[config.mk]
export PLATFORM = sky130hd
export DESIGN_NAME = adc_scan_scheduler
export DESIGN_NICKNAME = d
export VERILOG_FILES = /design/src/rtl/adc_pkg.sv /design/src/rtl/scan_ramp_counter.sv /design/src/rtl/adc_scan_scheduler.sv
export SDC_FILE = /design/constraint.sdc
export NUM_CORES = 1
export LEC_CHECK = 0
export ABC_AREA = 1
export ABC_CLOCK_PERIOD_IN_PS = 1400
export BUFFER_PORTS_ARGS = -buffer_cell sky130_fd_sc_hd__buf_2
export CAP_MARGIN = 0
export CORE_MARGIN = 5
export CORE_UTILIZATION = 30
export CTS_BUF_LIST = sky130_fd_sc_hd__clkbuf_8 sky130_fd_sc_hd__clkbuf_16
export DETAILED_ROUTE_END_ITERATION = 12
export RECOVER_POWER = 100
export SLEW_MARGIN = 15
export SYNTH_ARGS = -nofsm -noshare
export SYNTH_HDL_FRONTEND = slang
export SYNTH_SLANG_ARGS = --single-unit
[constraint.sdc]
create_clock -name clk -period 1.4 [get_ports clk]
set_input_delay 0.07 -clock clk [delete_from_list [all_inputs] [get_ports clk]]
set_output_delay 0.07 -clock clk [all_outputs]
set_load 0.005 [all_outputs]
[src/rtl/adc_pkg.sv]
// Shared definitions for the ADC scan scheduler.
// Channel indices (also the analog mux select codes), the scheduler state
// encoding and the channel count.
package adc_pkg;

    localparam int NUM_CH = 4;

    localparam logic [1:0] CH_RED   = 2'd0;
    localparam logic [1:0] CH_GREEN = 2'd1;
    localparam logic [1:0] CH_BLUE  = 2'd2;
    localparam logic [1:0] CH_INT   = 2'd3;

    typedef enum logic [1:0] {
        IDLE      = 2'd0,
        DISCHARGE = 2'd1,
        RAMP      = 2'd2,
        STORE     = 2'd3
    } scan_state_t;

endpackage

[src/rtl/scan_ramp_counter.sv]
// Tick-enabled saturating ramp counter.
// Ports:
//   clk, reset  - clock, asynchronous active-high reset
//   clear       - synchronous clear to 0 (held while not ramping)
//   tick        - ramp-rate strobe, increments the count
//   stop        - comparator has tripped; blocks an increment on the same edge
//   max_val     - full-scale value for the channel being converted
//   count       - current ramp count
//   at_max      - count has reached full scale
module scan_ramp_counter #(
    parameter int W = 8
) (
    input  logic         clk,
    input  logic         reset,
    input  logic         clear,
    input  logic         tick,
    input  logic         stop,
    input  logic [W-1:0] max_val,
    output logic [W-1:0] count,
    output logic         at_max
);

    assign at_max = (count == max_val);

    // Saturates at max_val: the scheduler turns a tick at full scale into
    // an overflow store, so the count must never wrap to 0.
    always_ff @(posedge clk or posedge reset) begin
        if (reset) begin
            count <= '0;
        end else if (clear) begin
            count <= '0;
        end else if (tick && !stop && !at_max) begin
            count <= count + W'(1);
        end
    end

endmodule

[src/rtl/adc_scan_scheduler.sv]
// Schedules one single-slope ramp ADC across the red, green, blue and
// intensity channels of the colour sensor: selects the mux, discharges the
// cap, counts ramp ticks until the comparator trips and stores the result.
// Ports:
//   clk, reset      - clock, asynchronous active-high reset
//   tick            - ramp-rate strobe (only used while ramping)
//   compared_value  - raw asynchronous comparator output
//   start           - one-clock request for a single scan
//   continuous      - level, rescan back-to-back while high
//   chan_en         - channel enables {int, blue, green, red}
//   mux_sel         - analog mux select (current channel)
//   discharge       - 1 shorts the integrating cap
//   busy            - scheduler not idle
//   result_valid    - one-clock pulse when a result is stored
//   result_chan     - channel of the last stored result
//   result_ovf      - last stored result hit full scale
//   scan_done       - one-clock pulse with the last channel's result
//   results         - {intensity, blue, green, red}, red in the LSBs
module adc_scan_scheduler
    import adc_pkg::*;
#(
    parameter int N                = 8,
    parameter int I_BITS           = 6,
    parameter int DISCHARGE_CYCLES = 10
) (
    input  logic                  clk,
    input  logic                  reset,
    input  logic                  tick,
    input  logic                  compared_value,
    input  logic                  start,
    input  logic                  continuous,
    input  logic [3:0]            chan_en,
    output logic [1:0]            mux_sel,
    output logic                  discharge,
    output logic                  busy,
    output logic                  result_valid,
    output logic [1:0]            result_chan,
    output logic                  result_ovf,
    output logic                  scan_done,
    output logic [3*N+I_BITS-1:0] results
);

    localparam int DW = $clog2(DISCHARGE_CYCLES + 1);
    localparam logic [N-1:0] INT_MAX = N'((1 << I_BITS) - 1);

    scan_state_t   state;
    logic [3:0]    en_lat;
    logic [DW-1:0] dis_cnt;
    logic          comp_m, comp_s;
    logic [N-1:0]  count, max_val;
    logic          at_max;
    logic          store_now;
    logic [1:0]    first_ch, restart_ch, next_ch;
    logic          next_found;

    // Two-flop synchroniser on the asynchronous comparator
    always_ff @(posedge clk or posedge reset) begin
        if (reset) begin
            comp_m <= 1'b0;
            comp_s <= 1'b0;
        end else begin
            comp_m <= compared_value;
            comp_s <= comp_m;
        end
    end

    assign max_val   = (mux_sel == CH_INT) ? INT_MAX : {N{1'b1}};
    assign store_now = (state == RAMP) && (comp_s || (tick && at_max));

    // Held clear outside RAMP, so every ramp starts from 0.
    scan_ramp_counter #(.W(N)) u_ramp (
        .clk     (clk),
        .reset   (reset),
        .clear   (state != RAMP),
        .tick    (tick),
        .stop    (comp_s),
        .max_val (max_val),
        .count   (count),
        .at_max  (at_max)
    );

    // Channel priority picks: lowest enabled for a new scan (live enables),
    // lowest latched for a continuous restart, next higher latched otherwise.
    always_comb begin
        first_ch   = 2'd0;
        restart_ch = 2'd0;
        next_ch    = 2'd0;
        next_found = 1'b0;
        for (int i = NUM_CH - 1; i >= 0; i--) begin
            if (chan_en[i]) first_ch = 2'(i);
            if (en_lat[i]) restart_ch = 2'(i);
            if (en_lat[i] && (2'(i) > mux_sel)) begin
                next_ch    = 2'(i);
                next_found = 1'b1;
            end
        end
    end

    always_ff @(posedge clk or posedge reset) begin
        if (reset) begin
            state        <= IDLE;
            discharge    <= 1'b1;
            mux_sel      <= 2'd0;
            busy         <= 1'b0;
            result_valid <= 1'b0;
            result_chan  <= 2'd0;
            result_ovf   <= 1'b0;
            scan_done    <= 1'b0;
            results      <= '0;
            en_lat       <= 4'd0;
            dis_cnt      <= '0;
        end else begin
            result_valid <= 1'b0;
            scan_done    <= 1'b0;
            case (state)
                IDLE: begin
                    discharge <= 1'b1;
                    if ((start || continuous) && (chan_en != 4'd0)) begin
                        en_lat  <= chan_en;
                        mux_sel <= first_ch;
                        dis_cnt <= '0;
                        busy    <= 1'b1;
                        state   <= DISCHARGE;
                    end
                end
                DISCHARGE: begin
                    if (dis_cnt == DW'(DISCHARGE_CYCLES - 1)) begin
                        discharge <= 1'b0;
                        state     <= RAMP;
                    end else begin
                        dis_cnt <= dis_cnt + DW'(1);
                    end
                end
                RAMP: begin
                    if (store_now) begin
                        // Comparator has priority: an overflow is only
                        // flagged when a tick arrives at full scale untripped.
                        case (mux_sel)
                            CH_RED:   results[N-1:0]             <= count;
                            CH_GREEN: results[2*N-1:N]           <= count;
                            CH_BLUE:  results[3*N-1:2*N]         <= count;
                            CH_INT:   results[3*N+I_BITS-1:3*N]  <= count[I_BITS-1:0];
                            default:  ;
                        endcase
                        result_chan  <= mux_sel;
                        result_ovf   <= !comp_s;
                        result_valid <= 1'b1;
                        scan_done    <= !next_found;
                        discharge    <= 1'b1;
                        state        <= STORE;
                    end
                end
                STORE: begin
                    dis_cnt <= '0;
                    if (next_found) begin
                        mux_sel <= next_ch;
                        state   <= DISCHARGE;
                    end else if (continuous && (en_lat != 4'd0)) begin
                        mux_sel <= restart_ch;
                        state   <= DISCHARGE;
                    end else begin
                        busy  <= 1'b0;
                        state <= IDLE;
                    end
                end
                default: state <= IDLE;
            endcase
        end
    end

endmodule

==> impl_metrics.env <==
export IMPL_endpoint="state[0]$_DFFE_PP0P_"
export IMPL_synth_area_sq_um=2810
export IMPL_cp_arrival_ns=1.71
export IMPL_skew_ns=0.00580
export IMPL_grt_pass1_wl_mm=12.1
export IMPL_fp_dieArea_sq_um=11400
export IMPL_place_gp_congestion=0.800
export IMPL_stdcell_area_sq_um=4080
export IMPL_clock_sinks=59
export IMPL_wl_mm=7.65
export IMPL_post_route_drc_count=0
export IMPL_endpoint_kind="register"
export IMPL_initial_core_util=0.306
export IMPL_n_fill_cell=910
export IMPL_timing_final_crit_share=1.06
export IMPL_htree_levels=3
export IMPL_max_cap_violations=0
export IMPL_pre_cts_slack_ns=-0.114
export IMPL_setup_viol=41
export IMPL_min_period_ns=1.48
export IMPL_grt_pass1_vias=2569
export IMPL_max_freq_mhz=677
export IMPL_die_height_um=107
export IMPL_grt_setup_unrepaired="yes"
export IMPL_syn_num_nets=355
export IMPL_vias=2614
export IMPL_tritoncts="done"
export IMPL_outcome="finished with violations"
export IMPL_dr_first_iter_drc_count=83
export IMPL_cts_buffers_inserted=9
export IMPL_drive_above_1_share=0.386
export IMPL_place_area_sq_um=3590
export IMPL_root_buffer="clkbuf_8"
export IMPL_ctsLongestPathBuffers=2
export IMPL_fp_dieW_um=107
export IMPL_setup_ws_ns=-0.0772
export IMPL_synth_simple_gate_area_frac=0.303
export IMPL_crit_start="state[1]$_DFFE_PP0P_"
export IMPL_ys_seq_elements=59
export IMPL_crit_path_start_kind="register"
export IMPL_syn_to_final_growth_pct=45.1
export IMPL_irDropWorstVdd_uv=934
export IMPL_seq_area_frac_synth=0.526
export IMPL_clk_latency_ns=0.34
export IMPL_synth_compound_area_share=0.0521
export IMPL_grt_max_degree=60
export IMPL_fp_row_count=35
export IMPL_p_leak_nw=2.16
export IMPL_muxShareOfSynthArea=0.00356
export IMPL_wl_per_cell_um=13.6
export IMPL_grt_overflow=0
export IMPL_synthTopCellsByArea="dfrtp_1 52%, nand2_1 15%, nand3_1 10%"
export IMPL_final_max_slew_violation_count=0
export IMPL_relSlewSlack=0.459
export IMPL_fin_cells=564
export IMPL_core_area_sq_um=9200
export IMPL_crit_chain="buf_4 -> ha_4 -> buf_4 -> nand3_1 -> nand3_2 -> nand2_1 -> nand2_1"
export IMPL_cp_max_fo=5
export IMPL_tightest_slew_ns=0.812
export IMPL_layout_commonest_cell="nand2_1"
export IMPL_fin_setup_tns_ns=-1.99
export IMPL_io_pins=49
export IMPL_gr_usage_all_layers=0.136
export IMPL_synth_xor_area_share=0.0187
export IMPL_rr_worst_depth=7
export IMPL_synth_avg_cell_area_sq_um=8.32
export IMPL_crit_required_ns=1.63
export IMPL_whs_path_depth=3
export IMPL_crit_path_top_delay_cell="dfrtp_2"
export IMPL_rrSetupSlack_ns=-0.08
export IMPL_netlist_cell_type_count=23
export IMPL_violations="negative setup slack"
export IMPL_synth_top_family_by_area="simple AND/OR/NAND/NOR gates"
export IMPL_final_cell_mix="94 x nand2_1, 57 x dfrtp_1, 46 x buf_4"
export IMPL_hpwl_mm=5.10
export IMPL_synthAdderAreaFrac=0.0312
export IMPL_place_port_buffers=48
export IMPL_antennaDiodeCount=0
export IMPL_r2r_start="state[1]$_DFFE_PP0P_"
export IMPL_synthCells=338
export IMPL_synth_area_leader_cell="dfrtp_1"
export IMPL_clk_pin_slew_worst_paths_ns=0.06
export IMPL_synth_top_cell_area_share=0.516
export IMPL_postLayoutCoreUtil=0.444
export IMPL_power_density_nw_per_um2=1690
export IMPL_power_mw=6.91
export IMPL_r2r_end="state[0]$_DFFE_PP0P_"
export IMPL_path_class="reg -> reg"
export IMPL_dp_cells=536
export IMPL_yosys_warnings=0
export IMPL_worstHoldPathType="in -> reg"
export IMPL_fin_nets=466
export IMPL_dr_pass1_iters=4
export IMPL_antenna_left=0
export IMPL_whs_ns=0.0356
export IMPL_vias_per_cell=4.63
export IMPL_hold_viol=0
export IMPL_max_stage_delay_ns=0.44
export IMPL_grt_antenna_before_repair=0
[flip-flops by register name, summed over array words and instances, names as in the netlist]
name	flops
mux_sel	2
result_valid	1
result_ovf	1
dis_cnt	4
discharge	1
scan_done	1
busy	1
en_lat	4
comp_m	1
state	2
results	30
result_chan	2
u_ramp.count	8
comp_s	1
[final cells by class]
class                           count  area, sq um  area share
Clock buffer                       10          138      0.0337
Clock inverter                      5         30.0     0.00736
Inverter                           30          141      0.0347
Multi-Input combinational cell    240         1430       0.351
Sequential cell                    59         1480       0.362
Tap cell                          111          139      0.0340
Timing Repair Buffer              107          706       0.173
Timing Repair inverter              2         17.5     0.00429
[worst max-delay path, delay by kind of cell, from the launching register on]
kind | cells | cell delay, ns
buffers and inverters | 2 | 0.29
AND/OR/NAND/NOR | 4 | 0.43
flip-flops | 1 | 0.44
adder cells (fa/ha/maj) | 1 | 0.19
[where the power goes]
group	leakage [nW]	internal, mW	switching (mW)
Sequential	0.790	2.04	0.257
Combinational	1.29	1.48	1.78
Clock	0.0839	0.669	0.686
[how the worst min path moves through the flow]
stage / startpoint / to / slack (ns)
6_report: chan_en[2] / en_lat[2]$_DFFE_PP0P_ / 0.04
5_1_grt: chan_en[2] / en_lat[2]$_DFFE_PP0P_ / 0.05
4_1_cts: chan_en[2] / en_lat[2]$_DFFE_PP0P_ / 0.03
3_5_place_dp: compared_value / comp_m$_DFF_PP0_ / 0.18
3_3_place_gp: reset / result_chan[0]$_DFFE_PP0N_ / 0.18
2_1_floorplan: compared_value / comp_m$_DFF_PP0_ / 0.10
[what timing repair did]
item / in CTS / in global routing
gates cloned: 2 / 0
pin swaps: 3 / 14
resized for setup: 15 / 66
endpoints found under the setup margin: 39 / 53
endpoints found under the hold margin: 60 / 0
hold buffers: 3 / 0
buffers inserted: 2 / 6
[cell usage after synthesis]
cell type  count
a21oi_1        4
buf_4          3
buf_6          3
clkbuf_1       3
clkinv_2       1
dfrtp_1       58
dfstp_2        1
ha_1           7
inv_1         28
inv_6          1
mux2i_1        1
nand2_1      113
nand2_2        6
nand2_4        1
nand3_1       56
nand3b_1       2
nor2_1        13
nor2_2         1
nor3_1         3
o21ai_0       24
o22ai_1        1
or2_2          2
xor2_1         6
[per-layer routing]
metal	vias to the layer above	share of wire	global-route usage
met5	-	0	0
met4	0	0.012	0.0466
met3	9	0.057	0.0409
met2	72	0.50	0.235
met1	1224	0.43	0.159
li1	1309	-	-
[kinds of logic (layout without fill, tap and decap cells)]
| logic type | Yosys count | count (layout) |
|---|---|---|
| simple gates | 197 | 197 |
| flops | 59 | 59 |
| buf+inv | 39 | 154 |
| compound gates | 29 | 29 |
| fa+ha+maj | 7 | 7 |
| xor+xnor | 6 | 6 |
| mux | 1 | 1 |
(Power assumes the default switching activity.)
